## src/rtl/rgb_pwm_pkg.sv

```systemverilog
// Shared types and default sizing for the RGB duty-cycle controller.
package rgb_pwm_pkg;

    typedef enum logic [1:0] {
        CH_R = 2'd0,
        CH_G = 2'd1,
        CH_B = 2'd2
    } channel_e;

    localparam int DUTY_WIDTH_DEF = 8;
    localparam int STEP_DEF       = 16;
    localparam int DUTY_INIT_DEF  = 128;

endpackage

```

## src/rtl/rgb_channel_reg.sv

```systemverilog
// One colour channel: an editable shadow duty and the active duty seen by the
// PWM generator. Edits step the shadow; commit copies shadow into active.
// Build option RGB_DUTY_WRAP_EN: steps wrap modulo 2^DUTY_WIDTH instead of
// saturating at 0 / full scale.
module rgb_channel_reg
    import rgb_pwm_pkg::*;
#(
    parameter int DUTY_WIDTH = DUTY_WIDTH_DEF,
    parameter int STEP       = STEP_DEF,
    parameter int DUTY_INIT  = DUTY_INIT_DEF
) (
    input  logic                  sys_clk,
    input  logic                  rst_n,
    input  logic                  up_en,
    input  logic                  down_en,
    input  logic                  commit,
    output logic [DUTY_WIDTH-1:0] duty
);

    localparam logic [DUTY_WIDTH-1:0] INIT_V = DUTY_WIDTH'(DUTY_INIT);

    logic [DUTY_WIDTH-1:0] shadow_r;
    logic [DUTY_WIDTH-1:0] active_r;
    logic [DUTY_WIDTH-1:0] up_val_s;
    logic [DUTY_WIDTH-1:0] down_val_s;
    logic [DUTY_WIDTH-1:0] shadow_nxt_s;

`ifdef RGB_DUTY_WRAP_EN
    localparam logic [DUTY_WIDTH-1:0] STEP_V = DUTY_WIDTH'(STEP);

    // Modulo stepping: the carry/borrow simply falls off the top.
    always_comb begin
        up_val_s   = shadow_r + STEP_V;
        down_val_s = shadow_r - STEP_V;
    end
`else
    localparam logic [DUTY_WIDTH:0] STEP_W = (DUTY_WIDTH + 1)'(STEP);
    localparam logic [DUTY_WIDTH:0] DMAX_W = {1'b0, {DUTY_WIDTH{1'b1}}};

    logic [DUTY_WIDTH:0] sum_s;
    logic [DUTY_WIDTH:0] diff_s;

    // Saturating stepping in one extra bit so the carry and borrow are visible.
    always_comb begin
        sum_s  = {1'b0, shadow_r} + STEP_W;
        diff_s = {1'b0, shadow_r} - STEP_W;
        if (sum_s > DMAX_W) begin
            up_val_s = {DUTY_WIDTH{1'b1}};
        end else begin
            up_val_s = sum_s[DUTY_WIDTH-1:0];
        end
        if (diff_s[DUTY_WIDTH]) begin
            down_val_s = {DUTY_WIDTH{1'b0}};
        end else begin
            down_val_s = diff_s[DUTY_WIDTH-1:0];
        end
    end
`endif

    // Pick the next shadow value: up+down together is the preset gesture.
    always_comb begin
        shadow_nxt_s = shadow_r;
        if (up_en && down_en) begin
            shadow_nxt_s = INIT_V;
        end else if (up_en) begin
            shadow_nxt_s = up_val_s;
        end else if (down_en) begin
            shadow_nxt_s = down_val_s;
        end else begin
            shadow_nxt_s = shadow_r;
        end
    end

    // Shadow and active registers; active loads the pre-edit shadow on commit.
    always_ff @(posedge sys_clk or negedge rst_n) begin
        if (!rst_n) begin
            shadow_r <= INIT_V;
            active_r <= INIT_V;
        end else begin
            shadow_r <= shadow_nxt_s;
            if (commit) begin
                active_r <= shadow_r;
            end
        end
    end

    assign duty = active_r;

endmodule

```

## src/rtl/rgb_duty_ctrl.sv

```systemverilog
// RGB duty controller: button pulses select a channel and step its shadow
// duty; all three active duties update together on a PWM period boundary.
// Build option RGB_DUTY_WRAP_EN (see rgb_channel_reg): wrapping steps.
module rgb_duty_ctrl
    import rgb_pwm_pkg::*;
#(
    parameter int DUTY_WIDTH = DUTY_WIDTH_DEF,
    parameter int STEP       = STEP_DEF,
    parameter int DUTY_INIT  = DUTY_INIT_DEF
) (
    input  logic                  sys_clk,
    input  logic                  rst_n,
    input  logic                  btn_sel_pulse,
    input  logic                  btn_up_pulse,
    input  logic                  btn_down_pulse,
    input  logic                  period_end,
    output logic [DUTY_WIDTH-1:0] duty_r,
    output logic [DUTY_WIDTH-1:0] duty_g,
    output logic [DUTY_WIDTH-1:0] duty_b,
    output logic [1:0]            sel_ch,
    output logic                  update_pending
);

    channel_e sel_r;
    channel_e sel_nxt_s;
    logic     pending_r;
    logic     change_s;
    logic     commit_s;
    logic     up_r_s, up_g_s, up_b_s;
    logic     dn_r_s, dn_g_s, dn_b_s;

    // Select FSM next state: R -> G -> B -> R on each select pulse.
    always_comb begin
        sel_nxt_s = sel_r;
        if (btn_sel_pulse) begin
            case (sel_r)
                CH_R:    sel_nxt_s = CH_G;
                CH_G:    sel_nxt_s = CH_B;
                CH_B:    sel_nxt_s = CH_R;
                default: sel_nxt_s = CH_R;
            endcase
        end else begin
            sel_nxt_s = sel_r;
        end
    end

    // Edits are steered by the current (pre-advance) selection.
    always_comb begin
        change_s = btn_up_pulse | btn_down_pulse;
        commit_s = period_end & pending_r;
        up_r_s   = btn_up_pulse   & (sel_r == CH_R);
        up_g_s   = btn_up_pulse   & (sel_r == CH_G);
        up_b_s   = btn_up_pulse   & (sel_r == CH_B);
        dn_r_s   = btn_down_pulse & (sel_r == CH_R);
        dn_g_s   = btn_down_pulse & (sel_r == CH_G);
        dn_b_s   = btn_down_pulse & (sel_r == CH_B);
    end

    // Selection state and pending flag; an edit landing on period_end keeps
    // the flag set so that edit commits on the following boundary.
    always_ff @(posedge sys_clk or negedge rst_n) begin
        if (!rst_n) begin
            sel_r     <= CH_R;
            pending_r <= 1'b0;
        end else begin
            sel_r     <= sel_nxt_s;
            pending_r <= change_s | (pending_r & ~period_end);
        end
    end

    assign sel_ch         = sel_r;
    assign update_pending = pending_r;

    rgb_channel_reg #(.DUTY_WIDTH(DUTY_WIDTH), .STEP(STEP), .DUTY_INIT(DUTY_INIT)) u_ch_r (
        .sys_clk (sys_clk),
        .rst_n   (rst_n),
        .up_en   (up_r_s),
        .down_en (dn_r_s),
        .commit  (commit_s),
        .duty    (duty_r)
    );

    rgb_channel_reg #(.DUTY_WIDTH(DUTY_WIDTH), .STEP(STEP), .DUTY_INIT(DUTY_INIT)) u_ch_g (
        .sys_clk (sys_clk),
        .rst_n   (rst_n),
        .up_en   (up_g_s),
        .down_en (dn_g_s),
        .commit  (commit_s),
        .duty    (duty_g)
    );

    rgb_channel_reg #(.DUTY_WIDTH(DUTY_WIDTH), .STEP(STEP), .DUTY_INIT(DUTY_INIT)) u_ch_b (
        .sys_clk (sys_clk),
        .rst_n   (rst_n),
        .up_en   (up_b_s),
        .down_en (dn_b_s),
        .commit  (commit_s),
        .duty    (duty_b)
    );

endmodule
```

## config.mk

```make
export PLATFORM = sky130hd
export DESIGN_NAME = rgb_duty_ctrl
export DESIGN_NICKNAME = d
export VERILOG_FILES = /design/src/rtl/rgb_pwm_pkg.sv /design/src/rtl/rgb_channel_reg.sv /design/src/rtl/rgb_duty_ctrl.sv
export SDC_FILE = /design/constraint.sdc
export NUM_CORES = 1
export LEC_CHECK = 0
export CAP_MARGIN = 20
export CORE_MARGIN = 5
export CORE_UTILIZATION = 54
export DETAILED_ROUTE_END_ITERATION = 7
export PLACE_DENSITY_LB_ADDON = 0.05
export SKIP_CTS_REPAIR_TIMING = 1
export SLEW_MARGIN = 20
export SYNTH_ARGS = -nofsm -noshare
export SYNTH_HDL_FRONTEND = slang
export SYNTH_HIERARCHICAL = 1
export SYNTH_SLANG_ARGS = --single-unit
```

## constraint.sdc

```tcl
create_clock -name sys_clk -period 2.1 [get_ports sys_clk]
set_clock_uncertainty 0.15 [all_clocks]
set_input_delay 0.42 -clock sys_clk [delete_from_list [all_inputs] [get_ports sys_clk]]
set_output_delay 0.42 -clock sys_clk [all_outputs]
set_load 0.01 [all_outputs]
```

==> qor.csv, run 1 <==
metric,value,unit
report.final.slew_viol_count,0,
worstSetupEndpointType,flip-flop,
cellLeakagePower,1.098,nW
critical_path_required,2140,ps
avgSynthCellArea,10.47,um^2
yosys_register_bits,33,
nNetsFinal,257,
min-delay-path-class,reg -> reg,
core_area,0.003744,mm^2
port_buffers,32,
ant_nets,0,
synth_edf_count,0,
routedWlPerCell,15.37,um
grt_setup_unrepaired,no,
total_power,3.504,mW
layout.filler_cells,306,
most-common-layout-cells,"clkdlybuf4s50_1 (32), dfrtp_1 (27), buf_4 (18)",
async_reset_ff_frac,1.000,
timing.reg2reg.setup_slack,120,ps
count_of_distinct_cell_types_in_the_synthesized_netlist,33,
commonest_non_fill_non_tap_cell_in_the_layout,clkdlybuf4s50_1,
dp.final_hpwl,3344,um
final_cell_count_no_fill,290,
grt-ovfl-total,0,
cts-buffers-inserted,5,
grt_start_max_net_pins,34,
multi_input_comb_area,0.001111,mm^2
syn_nets,218,
power_density,1350,mW/mm^2
vias_per_cell,5.731,
finalWirelength,4457,um
initial_utilization,0.5675,
grt_first_pass_wirelength,7852,um
share_of_layout_cells_above_drive_strength_1,0.2851,
detail_route.first_pass.iterations,4,
clk_transition_reported_paths,60,ps
cts_root_buf,clkbuf_8,
max_cap_viol_count,0,
worstSetupPathType,reg -> reg,
relSlewSlack,0.6950,
dominantRegCellSynth,dfrtp_1,
finalCritPeriodShare,0.9428,
finalWeightedCongestion,0.9247,
setup_viol,0,
first_iter_violations,74,
dieArea,0.005289,mm^2
ios,33,
worstPathArrival,2020,ps
ir_worst_vdd,0.6764,mV
tritoncts,done,
h_tree_depth,2,
placed_cells,283,
num_vias,1662,
antenna_cells_inserted,0,
max_clock_freq,0.5051,GHz
clk_path_buf_depth,2,
worstPathCellList,"ha_1, and2b_2, a211oi_4, nand2_2, a221oi_2",
place_worst_setup_slack,-74.43,ps
cp-start-kind,flip-flop,
max_stage_delay,500,ps
max_stage_delay_cell_worst_path,dfrtp_1,
die-width,72.73,um
grt_antenna_before_repair,0,
clkLatencyLatePin,280,ps
grt_use_total,0.1899,
final_design_area_no_fill,0.002595,mm^2
layout_min_cycle_time,1980,ps
tns,0,ps
sequential_standard_cell_area,833.3,um^2
flow.area_growth_from_synthesis,22.14,%
result_of_the_run,completed,
report.final.hold_viol_count,0,
floorplan.die.height,72.73,um
drc_violation_count_after_routing,0,
syn_area,0.002125,mm^2
worst_slew_pin_slew,457.5,ps
vias_in_the_first_global_route,1732,
numClockSinks,33,
netlist_instances,203,
placement_rows,22,
layout_setup_ws,120.1,ps
total_of_warnings_raised_by_yosys,6,
placed_cell_area,0.002509,mm^2
worstPathMaxFanout,9,
ys_seq_area_frac,0.3922,
==> worst max-delay path, delay by kind of cell (launching register included) <==
family	cells	cell delay, ps
compound gates	2	530
fa+ha+maj	1	310
flops	1	500
simple gates	2	380
==> where the power goes <==
part	internal [mW]	switching, mW
clock network	0.260	0.213
logic	0.957	0.933
registers	0.888	0.252
==> cell families after synthesis <==
group / count (synthesis) / synth area share
AOI/OAI and AO/OA: 49 / 0.2126
muxes: 17 / 0.09187
buffers and inverters: 31 / 0.08480
xor gates and xnor gates: 6 / 0.02473
adders and majority gates: 9 / 0.05300
DFF: 33 / 0.3922
and+or+nand+nor: 58 / 0.1408
==> cell type report <==
cell class	count	share of cell area
timing repair buffer	50	0.1755
sequential	33	0.3211
multi-input combinational	139	0.4282
clock buffer	7	0.03327
tap	48	0.02314
inverter	13	0.01880
==> synthesized netlist by cell type (all sizes together), types with 4 or more instances <==
master / instances / share of area
a21oi: 12 / 0.028
nand2: 15 / 0.030
xnor2: 6 / 0.025
inv: 10 / 0.018
dfstp: 6 / 0.074
nor2: 14 / 0.025
nor3: 9 / 0.021
dfrtp: 27 / 0.32
nor2b: 4 / 0.012
a221oi: 6 / 0.042
a31oi: 9 / 0.026
ha: 9 / 0.053
o21ai: 4 / 0.0094
mux2: 17 / 0.092
buf: 18 / 0.062
==> flip-flops by register name, indices dropped and copies added (netlist names) <==
| name | flops |
|---|---|
| sel_ch | 2 |
| update_pending | 1 |
| u_ch_r/shadow_r | 5 |
| u_ch_r/duty | 5 |
| u_ch_b/shadow_r | 5 |
| u_ch_b/duty | 5 |
| u_ch_g/shadow_r | 5 |
| u_ch_g/duty | 5 |
==> final timing paths <==
| kind | cells after the start | from | endpoint |
|---|---|---|---|
| min | 1 | u_ch_g/duty[4]$_DFFE_PN0P_ | u_ch_g/duty[4]$_DFFE_PN0P_ |
| max in group asynchronous | 2 | rst_n | u_ch_b/shadow_r[7]$_DFFE_PN1P_ |
| min reg2reg | 1 | u_ch_g/duty[4]$_DFFE_PN0P_ | u_ch_g/duty[4]$_DFFE_PN0P_ |
| min in group asynchronous | 2 | rst_n | u_ch_r/duty[4]$_DFFE_PN0P_ |
| max | 5 | u_ch_g/shadow_r[5]$_DFFE_PN0P_ | u_ch_g/shadow_r[4]$_DFFE_PN0P_ |
| max reg2reg | 5 | u_ch_g/shadow_r[5]$_DFFE_PN0P_ | u_ch_g/shadow_r[4]$_DFFE_PN0P_ |
==> layer usage <==
layer	part of all wire	global-route usage	wire length, um	vias to the layer above
met2	0.48	0.3116	2134	49
met4	0.010	0.05533	45	0
met3	0.060	0.05923	268	5
li1	-	-	-	802
met5	0	0	0	-
met1	0.45	0.2402	2008	806
==> through the flow <==
step           hold slack, ps    util
3_3_place_gp            339.1  0.6701
2_1_floorplan          -25.59       -
4_1_cts                 359.0  0.6932
6_report                357.5  0.6932
5_1_grt                 367.7  0.6932
3_5_place_dp            345.1  0.6701
Note: power is estimated with default switching activity, not from simulation.
==> run 2: changes to the inputs <==
Settings changed: CORE_MARGIN 5 to 2.
==> run 2 against run 1 <==
Net effect: global-route usage increased by 3.1 points; sequential cell count is the same; critical path depth shrank 4; die area decreased by 16%; utilization up 1.8 points; total power grew 0.89%; critical path type is now reg -> out; register-to-register slack improved by 100 ps; setup slack improved by 65 ps; final cell count rose by 1.7%; first-iteration DRC count grew 81%; hold slack got worse by 1.8 ps; clock-buffer cell count up 1.
==> qor.csv, run 2 (synthesis results as in run 1) <==
metric,value,unit
report.final.slew_viol_count,0,
ios,33,
vias_in_the_first_global_route,1584,
h_tree_depth,2,
routedWlPerCell,15.35,um
num_vias,1704,
dieArea,0.004452,mm^2
worstPathArrival,1350,ps
cp-start-kind,flip-flop,
vias_per_cell,5.776,
timing.reg2reg.setup_slack,220,ps
multi_input_comb_area,0.001111,mm^2
setup_viol,0,
worstPathCellList,clkdlybuf4s50_1,
layout.filler_cells,284,
grt_use_total,0.2206,
share_of_layout_cells_above_drive_strength_1,0.2955,
drc_violation_count_after_routing,0,
worstSetupEndpointType,primary output,
worstPathMaxFanout,2,
relSlewSlack,0.7183,
floorplan.die.height,66.73,um
max_clock_freq,0.5221,GHz
initial_utilization,0.5717,
critical_path_required,1530,ps
worstSetupPathType,reg -> out,
most-common-layout-cells,"clkdlybuf4s50_1 (32), dfrtp_1 (27), buf_4 (21)",
placed_cells,287,
grt-ovfl-total,0,
layout_min_cycle_time,1915,ps
delay_heaviest_family_cp,buffers and inverters,
cts-buffers-inserted,5,
cts_root_buf,clkbuf_8,
final_cell_count_no_fill,295,
max_stage_delay_cell_worst_path,clkdlybuf4s50_1,
die-width,66.73,um
grt_start_max_net_pins,34,
power_density,1338,mW/mm^2
placement_rows,22,
result_of_the_run,completed,
commonest_non_fill_non_tap_cell_in_the_layout,clkdlybuf4s50_1,
ir_worst_vdd,0.7166,mV
max_cap_viol_count,0,
clk_path_buf_depth,2,
core_area,0.003716,mm^2
finalCritPeriodShare,0.9120,
ant_nets,0,
antenna_cells_inserted,0,
port_buffers,32,
finalWeightedCongestion,0.9430,
clk_transition_reported_paths,60,ps
report.final.hold_viol_count,0,
max_stage_delay,550,ps
min-delay-path-class,reg -> reg,
dp.final_hpwl,3290,um
grt_setup_unrepaired,no,
cellLeakagePower,1.124,nW
grt_first_pass_wirelength,7341,um
total_power,3.535,mW
worst_slew_pin_slew,422.6,ps
critical_path.n_buffers_inverters,1,
grt_antenna_before_repair,0,
numClockSinks,33,
finalWirelength,4528,um
detail_route.first_pass.iterations,4,
first_iter_violations,134,
flow.area_growth_from_synthesis,24.32,%
tritoncts,done,
nNetsFinal,261,
sequential_standard_cell_area,833.3,um^2
clkLatencyLatePin,280,ps
run 2: path summary, 6_finish.rpt:
path,start,endpoint,depth (start not counted)
min,u_ch_r/duty[5]$_DFFE_PN0P_,u_ch_r/duty[5]$_DFFE_PN0P_,1
max,u_ch_g/duty[7]$_DFFE_PN1P_,duty_g[7],1
max reg2reg,u_ch_b/shadow_r[5]$_DFFE_PN0P_,u_ch_b/shadow_r[5]$_DFFE_PN0P_,5
max in group asynchronous,rst_n,u_ch_b/duty[7]$_DFFE_PN1P_,2
min in group asynchronous,rst_n,u_ch_g/shadow_r[5]$_DFFE_PN0P_,2
min reg2reg,u_ch_r/duty[5]$_DFFE_PN0P_,u_ch_r/duty[5]$_DFFE_PN0P_,1
run 2: layout make-up:
cell class / count / share of cell area
timing repair buffer: 54 / 0.1885
sequential: 33 / 0.3155
tap: 48 / 0.02274
inverter: 13 / 0.01847
multi-input combinational: 139 / 0.4207
clock buffer: 8 / 0.03411
run 2: power by group:
group | switching, mW | leakage (nW) | total, mW | internal (mW)
clock | 0.220 | 0.0455 | 0.487 | 0.267
combinational | 0.935 | 0.670 | 1.92 | 0.984
sequential | 0.241 | 0.409 | 1.13 | 0.888
total | 1.40 | 1.12 | 3.53 | 2.14
run 2: through the flow:
stage / util / instance area [um^2] / hold slack (ps) / worst slack [ps] / TNS, ps
6_report: 0.7108 / 2641 / 355.6 / 184.8 / 0
5_1_grt: 0.7108 / 2641 / 363.9 / 34.76 / 0
4_1_cts: 0.7108 / 2641 / 359.5 / 166.9 / 0
3_5_place_dp: 0.6865 / 2551 / 345.1 / -99.47 / -205.1
3_3_place_gp: 0.6865 / 2551 / 338.8 / -56.86 / -222.5
2_1_floorplan: - / 2125 / -25.59 / 324.8 / 0
run 2: worst reg2reg max path: stages (launching register included):
cell and delay [ps]:
dfrtp_1 410, ha_1 290, and2b_2 270, a211oi_4 290, nand2_2 130, a221oi_2 260
run 2: routing by layer:
metal | vias up | wire length, um | global-route usage | part of all wire
met5 | - | 0 | 0 | 0
met4 | 0 | 38 | 0.05357 | 0.0084
met3 | 8 | 256 | 0.05912 | 0.057
met2 | 66 | 2282 | 0.3713 | 0.50
met1 | 823 | 1951 | 0.2817 | 0.43
li1 | 807 | - | - | -
